**config.mk**
```make
export PLATFORM = sky130hd
export DESIGN_NAME = io_bus_bridge
export DESIGN_NICKNAME = d
export VERILOG_FILES = /design/src/rtl/io_bus_bridge.sv
export SDC_FILE = /design/constraint.sdc
export NUM_CORES = 1
export LEC_CHECK = 0
export ABC_CLOCK_PERIOD_IN_PS = 3800
export CELL_PAD_IN_SITES_DETAIL_PLACEMENT = 1
export CELL_PAD_IN_SITES_GLOBAL_PLACEMENT = 2
export CORE_ASPECT_RATIO = 1.4
export CORE_MARGIN = 5
export CORE_UTILIZATION = 39
export DETAILED_ROUTE_END_ITERATION = 16
export GPL_TIMING_DRIVEN = 1
export PLACE_DENSITY_LB_ADDON = 0.3
export SLEW_MARGIN = 40
export SYNTH_ARGS = -nofsm -noshare
export SYNTH_HDL_FRONTEND = slang
export SYNTH_SLANG_ARGS = --single-unit
```
**constraint.sdc**
```tcl
create_clock -name clk_in -period 3.8 [get_ports clk_in]
set_input_delay 0.76 -clock clk_in [delete_from_list [all_inputs] [get_ports clk_in]]
set_output_delay 0.76 -clock clk_in [all_outputs]
set_load 0.05 [all_outputs]
```
**src/rtl/io_bus_bridge.sv**
```systemverilog
// Byte-bus bridge between the CPU, the 128 KB synchronous RAM and the memory-mapped I/O window.
// Owns the UART TX/RX FIFOs, the cycle counter with tear-free snapshot, and the program-stop flag.
module io_bus_bridge #(
    parameter int TX_DEPTH_LOG = 4,
    parameter int RX_DEPTH_LOG = 4
) (
    input  logic        clk_in,
    input  logic        rst_in,
    input  logic [31:0] cpu_a,
    input  logic [7:0]  cpu_dout,
    input  logic        cpu_wr,
    output logic [7:0]  cpu_din,
    output logic        io_buffer_full,
    output logic [16:0] ram_a,
    output logic        ram_we,
    output logic [7:0]  ram_din,
    input  logic [7:0]  ram_dout,
    output logic [7:0]  uart_tx_data,
    output logic        uart_tx_valid,
    input  logic        uart_tx_ready,
    input  logic [7:0]  uart_rx_data,
    input  logic        uart_rx_valid,
    output logic        program_done,
    output logic        tx_overflow
);

    localparam int TX_DEPTH = 1 << TX_DEPTH_LOG;
    localparam int RX_DEPTH = 1 << RX_DEPTH_LOG;
    localparam logic [TX_DEPTH_LOG:0] TX_ALMOST_FULL = (TX_DEPTH_LOG + 1)'(TX_DEPTH - 1);
    localparam logic [TX_DEPTH_LOG:0] TX_PTR_ONE = (TX_DEPTH_LOG + 1)'(1);
    localparam logic [RX_DEPTH_LOG:0] RX_PTR_ONE = (RX_DEPTH_LOG + 1)'(1);

    logic                  ioSel_q, ioSel_d;
    logic [7:0]            ioData_q, ioData_d;
    logic [31:0]           cycleCnt_q, cycleCnt_d;
    logic [31:0]           cntSnap_q, cntSnap_d;
    logic                  programDone_q, programDone_d;
    logic                  txOverflow_q, txOverflow_d;
    logic [TX_DEPTH_LOG:0] txWrPtr_q, txWrPtr_d, txRdPtr_q, txRdPtr_d, txCount;
    logic [RX_DEPTH_LOG:0] rxWrPtr_q, rxWrPtr_d, rxRdPtr_q, rxRdPtr_d;
    logic [7:0]            txMem_q [TX_DEPTH];
    logic [7:0]            rxMem_q [RX_DEPTH];

    logic       isIo, ioWr, ioRd;
    logic       txFull, txEmpty, txPop, txPushReq, txPush;
    logic [7:0] txPushData;
    logic       rxFull, rxEmpty, rxPop, rxPush;
    logic [7:0] rxHead;
    logic [13:0] unusedAddrBits;

    assign unusedAddrBits = cpu_a[31:18];

    assign isIo = cpu_a[17] & cpu_a[16];
    assign ioWr = isIo & cpu_wr & ~programDone_q;
    assign ioRd = isIo & ~cpu_wr;

    assign ram_a   = cpu_a[16:0];
    assign ram_din = cpu_dout;
    assign ram_we  = cpu_wr & ~cpu_a[17] & rst_in;

    // Full is detected by the extra pointer MSB: same slot, different lap.
    assign txCount = txWrPtr_q - txRdPtr_q;
    assign txEmpty = (txWrPtr_q == txRdPtr_q);
    assign txFull  = (txWrPtr_q[TX_DEPTH_LOG] != txRdPtr_q[TX_DEPTH_LOG]) &&
                     (txWrPtr_q[TX_DEPTH_LOG-1:0] == txRdPtr_q[TX_DEPTH_LOG-1:0]);
    assign txPop      = ~txEmpty & uart_tx_ready;
    assign txPushReq  = ioWr & (((cpu_a[2:0] == 3'd0) && (cpu_dout != 8'h00)) || (cpu_a[2:0] == 3'd4));
    assign txPushData = (cpu_a[2:0] == 3'd4) ? 8'h00 : cpu_dout;
    assign txPush     = txPushReq & (~txFull | txPop);

    assign rxEmpty = (rxWrPtr_q == rxRdPtr_q);
    assign rxFull  = (rxWrPtr_q[RX_DEPTH_LOG] != rxRdPtr_q[RX_DEPTH_LOG]) &&
                     (rxWrPtr_q[RX_DEPTH_LOG-1:0] == rxRdPtr_q[RX_DEPTH_LOG-1:0]);
    assign rxHead  = rxMem_q[rxRdPtr_q[RX_DEPTH_LOG-1:0]];
    assign rxPop   = ioRd & (cpu_a[2:0] == 3'd0) & ~rxEmpty;
    assign rxPush  = uart_rx_valid & (~rxFull | rxPop);

    assign uart_tx_data   = txMem_q[txRdPtr_q[TX_DEPTH_LOG-1:0]];
    assign uart_tx_valid  = ~txEmpty;
    assign io_buffer_full = (txCount >= TX_ALMOST_FULL);
    assign program_done   = programDone_q;
    assign tx_overflow    = txOverflow_q;
    assign cpu_din        = ioSel_q ? ioData_q : ram_dout;

    always_comb begin
        ioSel_d       = cpu_a[17];
        ioData_d      = 8'h00;
        cycleCnt_d    = cycleCnt_q + 32'd1;
        cntSnap_d     = cntSnap_q;
        programDone_d = programDone_q;
        txOverflow_d  = txOverflow_q;
        txWrPtr_d     = txPush ? txWrPtr_q + TX_PTR_ONE : txWrPtr_q;
        txRdPtr_d     = txPop  ? txRdPtr_q + TX_PTR_ONE : txRdPtr_q;
        rxWrPtr_d     = rxPush ? rxWrPtr_q + RX_PTR_ONE : rxWrPtr_q;
        rxRdPtr_d     = rxPop  ? rxRdPtr_q + RX_PTR_ONE : rxRdPtr_q;

        if (txPushReq && !txPush) begin
            txOverflow_d = 1'b1;
        end
        if (ioWr && (cpu_a[2:0] == 3'd4)) begin
            programDone_d = 1'b1;
        end
        // Byte 0 is live and snapshots the whole counter so bytes 1-3 stay coherent with it.
        if (ioRd) begin
            case (cpu_a[2:0])
                3'd0: ioData_d = rxEmpty ? 8'h00 : rxHead;
                3'd4: begin
                    ioData_d  = cycleCnt_q[7:0];
                    cntSnap_d = cycleCnt_q;
                end
                3'd5:    ioData_d = cntSnap_q[15:8];
                3'd6:    ioData_d = cntSnap_q[23:16];
                3'd7:    ioData_d = cntSnap_q[31:24];
                default: ioData_d = 8'h00;
            endcase
        end
    end

    always_ff @(posedge clk_in) begin
        if (!rst_in) begin
            ioSel_q       <= 1'b1;
            ioData_q      <= 8'h00;
            cycleCnt_q    <= 32'd0;
            cntSnap_q     <= 32'd0;
            programDone_q <= 1'b0;
            txOverflow_q  <= 1'b0;
            txWrPtr_q     <= '0;
            txRdPtr_q     <= '0;
            rxWrPtr_q     <= '0;
            rxRdPtr_q     <= '0;
        end else begin
            ioSel_q       <= ioSel_d;
            ioData_q      <= ioData_d;
            cycleCnt_q    <= cycleCnt_d;
            cntSnap_q     <= cntSnap_d;
            programDone_q <= programDone_d;
            txOverflow_q  <= txOverflow_d;
            txWrPtr_q     <= txWrPtr_d;
            txRdPtr_q     <= txRdPtr_d;
            rxWrPtr_q     <= rxWrPtr_d;
            rxRdPtr_q     <= rxRdPtr_d;
        end
    end

    always_ff @(posedge clk_in) begin
        if (rst_in && txPush) begin
            txMem_q[txWrPtr_q[TX_DEPTH_LOG-1:0]] <= txPushData;
        end
        if (rst_in && rxPush) begin
            rxMem_q[rxWrPtr_q[RX_DEPTH_LOG-1:0]] <= uart_rx_data;
        end
    end

endmodule

```
==> flow_metrics.py <==
metrics = {
    "global_route": {
        "grt_pass1_vias": 8513,
        "antenna_found_initial": 1,
        "grt_overflow": 0,
        "track_usage_pct": 15.2,
        "grt_max_degree": 55,
        "grt_pass1_wl_um": 49700,
    },
    "synth": {
        "syn-instance-count": 931,
        "async_flop_share_pct": 0,
        "synth.distinct_cells": 50,
        "synth_warnings": 0,
        "synth-edff-count": 256,
        "synth_nets": 1008,
        "ys_ff_latch": 351,
        "synthFlopType": "edfxtp_1",
        "avgSynthCellArea_um2": 15.6,
        "syn_area_um2": 14500,
        "ys_seq_area_share_pct": 66.1,
    },
    "floorplanning": {
        "core_um2": 36800,
        "die-area_um2": 41200,
        "rows": 83,
        "start_util_pct": 39.5,
        "dieWidth_um": 173,
        "die_y_um": 238,
        "io_pins": 107,
    },
    "setup_path": {
        "worstPathMaxFanout": 32,
        "r2r_end": "txMem_q[3][2]$_DFFE_PP_",
        "cp-end-kind": "primary output",
        "timing.rr.start": "txWrPtr_q[3]$_SDFFE_PN0P_",
        "slowest_stage": "clkdlybuf4s50_1",
        "rr_worst_depth": 7,
        "crit_cells": 4,
        "crit_buf_inv": 2,
        "cp.arrival_ps": 2940,
        "critPathKind": "register to primary output",
        "crit_required_ps": 3040,
        "r2r_slack_ps": 1090,
        "crit_path_max_incr_delay_ps": 720,
        "crit_top_cell": "mux4_2",
        "path_cells": "buf_12 > mux4_2 > mux4_2 > clkdlybuf4s50_1",
        "crit_family": "multiplexers",
        "cp-endpoint": "uart_tx_data[5]",
        "crit_path_start_kind": "register",
    },
    "cells_and_area": {
        "fill_cells": 3639,
        "design_area_um2": 16800,
        "fin_util_pct": 45.7,
        "multiInputGateArea_um2": 4450,
        "nets": 1088,
        "layout-drive-gt1-share_pct": 20.8,
        "syn2layout_area_growth_pct": 15.8,
        "layout.cells.non_filler": 1506,
        "n_antenna_cell": 0,
        "seqCellArea_um2": 9590,
    },
    "place": {
        "dp.cells": 1440,
        "gp_congestion": 0.727,
        "port_buffers": 66,
        "dp_slack_ps": 523,
        "postPlaceCellArea_um2": 15700,
        "place_hpwl_um": 21900,
    },
    "cts": {
        "cts_tree": "built",
        "clk_pin_slew_worst_paths_ps": 60,
        "cts.htree.levels": 2,
        "numCtsBuffers": 36,
        "clock_path_buffers": 3,
        "clockRootBuffer": "clkbuf_16",
        "insertion_delay_ps": 530,
        "cts.repair.resized": 1,
        "holdBufCountCts": 0,
        "clkSinkCount": 351,
        "post_cts_buffers": 0,
    },
    "power": {
        "p_leak_nw": 5.38,
        "power_density_nw_per_um2": 462,
        "ir_drop_mv": 0.380,
        "total_power_mw": 7.76,
    },
    "sta": {
        "fin_ws_ps": 105,
        "fmax_ghz": 0.271,
        "worstMarginPinSlew_ps": 716,
        "fin_crit_sh_pct": 97.2,
        "hold_violations": 0,
        "setup_tns_ps": 0,
        "finalSetupViolCount": 0,
        "worst_hold_slack_ps": 456,
        "finalMaxSlewViolations": 0,
        "period_needed_ps": 3700,
        "max_slew_margin_pct": 52.2,
        "fin_worst_skew_ps": 23.3,
        "rsz0062_at_grt": "no",
    },
    "route": {
        "drt-initial-drc-count": 485,
        "drc": 0,
        "postRouteAntennaNets": 0,
        "first_pass_iters": 4,
        "wl_per_cell_um": 20.8,
        "routed_via_density": 5.25,
        "wl_um": 31300,
        "vias": 7908,
    },
    "min_path": {
        "hp-class": "register to register",
    },
    "outcome": {
        "status": "finished clean",
    },
    "job": {
        "drv_cap": 0,
    },
}
-- sequential cells by signal, summed over array words and instances (netlist names), 5 cells and up, named ones only --
| register | cells |
|---|---|
| rxMem_q | 128 |
| txMem_q | 128 |
| cycleCnt_q | 32 |
| cntSnap_q | 24 |
| ioData_q | 8 |
| rxRdPtr_q | 5 |
| rxWrPtr_q | 5 |
| txRdPtr_q | 5 |
| txWrPtr_q | 5 |
-- worst register-to-register path: stages, from the launching register on --
cell	delay, ps
dfxtp_1	610
ha_1	360
and4_1	220
nor3b_1	200
and3b_1	370
nand3_1	230
nor3_1	210
buf_4	220
-- cells in the mapped netlist (4+ instances only) --
cell	n	area share, %
mux2i_1	4	0.28
mux2_2	8	0.62
mux4_2	80	12
and4_1	6	0.36
and2_1	13	0.56
a21oi_1	40	1.4
edfxtp_1	256	53
nor2_1	72	1.9
clkbuf_1	19	0.49
xor2_1	14	0.84
a22oi_1	16	0.83
xnor2_1	32	1.9
nand3_1	24	0.83
buf_1	10	0.26
buf_2	9	0.31
o21a_1	4	0.21
a41o_1	8	0.55
nand2b_1	6	0.26
nand2_1	72	1.9
nor3_1	14	0.48
o211ai_1	4	0.21
o21ai_0	4	0.14
nor4_2	7	0.60
buf_4	32	1.7
inv_1	14	0.36
ha_1	15	1.3
nand4_1	10	0.43
dfxtp_1	95	13
nor3_2	10	0.69
-- where the power goes --
| part | internal (mW) | total (mW) | switching, mW | leakage [nW] |
|---|---|---|---|---|
| registers | 4.13 | 4.14 | 0.0168 | 3.07 |
| logic | 0.122 | 0.322 | 0.201 | 1.78 |
| clock network | 1.85 | 3.30 | 1.45 | 0.528 |
| total | 6.10 | 7.76 | 1.67 | 5.38 |
-- cells in the final DEF, fill, tap and decap left out, types with 23 or more instances in the layout --
cell / n
a21oi_1: 40
xnor2_1: 32
mux4_2: 80
buf_4: 49
dfxtp_1: 93
nand2_1: 72
clkbuf_16: 36
nand3_1: 23
clkdlybuf4s50_1: 63
nor2_1: 72
edfxtp_1: 256
-- worst min-delay path by stage --
stage	from	end	slack [ps]	cells past startpoint
after CTS	cntSnap_q[28]$_SDFFE_PN0P_	cntSnap_q[28]$_SDFFE_PN0P_	460	2
after global placement	cntSnap_q[28]$_SDFFE_PN0P_	cntSnap_q[28]$_SDFFE_PN0P_	440	2
after floorplan	cntSnap_q[10]$_SDFFE_PN0P_	cntSnap_q[10]$_SDFFE_PN0P_	430	2
after detailed placement	cntSnap_q[29]$_SDFFE_PN0P_	cntSnap_q[29]$_SDFFE_PN0P_	450	2
final	cntSnap_q[14]$_SDFFE_PN0P_	cntSnap_q[14]$_SDFFE_PN0P_	460	2
after global routing	cntSnap_q[14]$_SDFFE_PN0P_	cntSnap_q[14]$_SDFFE_PN0P_	480	2
-- kinds of logic after synthesis --
logic type	Yosys count	synth area share, %
AOI/OAI and AO/OA	85	3.93
and+or+nand+nor	253	9.15
buffers and inverters	88	3.34
adders and majority gates	16	1.43
DFF	351	66.1
muxes	92	13.3
xor gates and xnor gates	46	2.78
-- final cells by class --
class | count | area share (%)
Sequential cell | 351 | 57.0
Multi-Input combinational cell | 492 | 26.4
Timing Repair Buffer | 115 | 6.23
Clock buffer | 50 | 5.67
Tap cell | 467 | 3.47
Clock inverter | 16 | 0.804
Inverter | 15 | 0.335
-- routing by layer --
layer / global-route usage [%] / wire [um] / vias to the layer above
li1: - / - / 3693
met1: 19.2 / 13200 / 4037
met2: 27.4 / 16400 / 136
met3: 2.50 / 1100 / 40
met4: 4.19 / 654 / 2
met5: 0 / 19 / -
No activity file was read; power rests on OpenSTA's default activity.
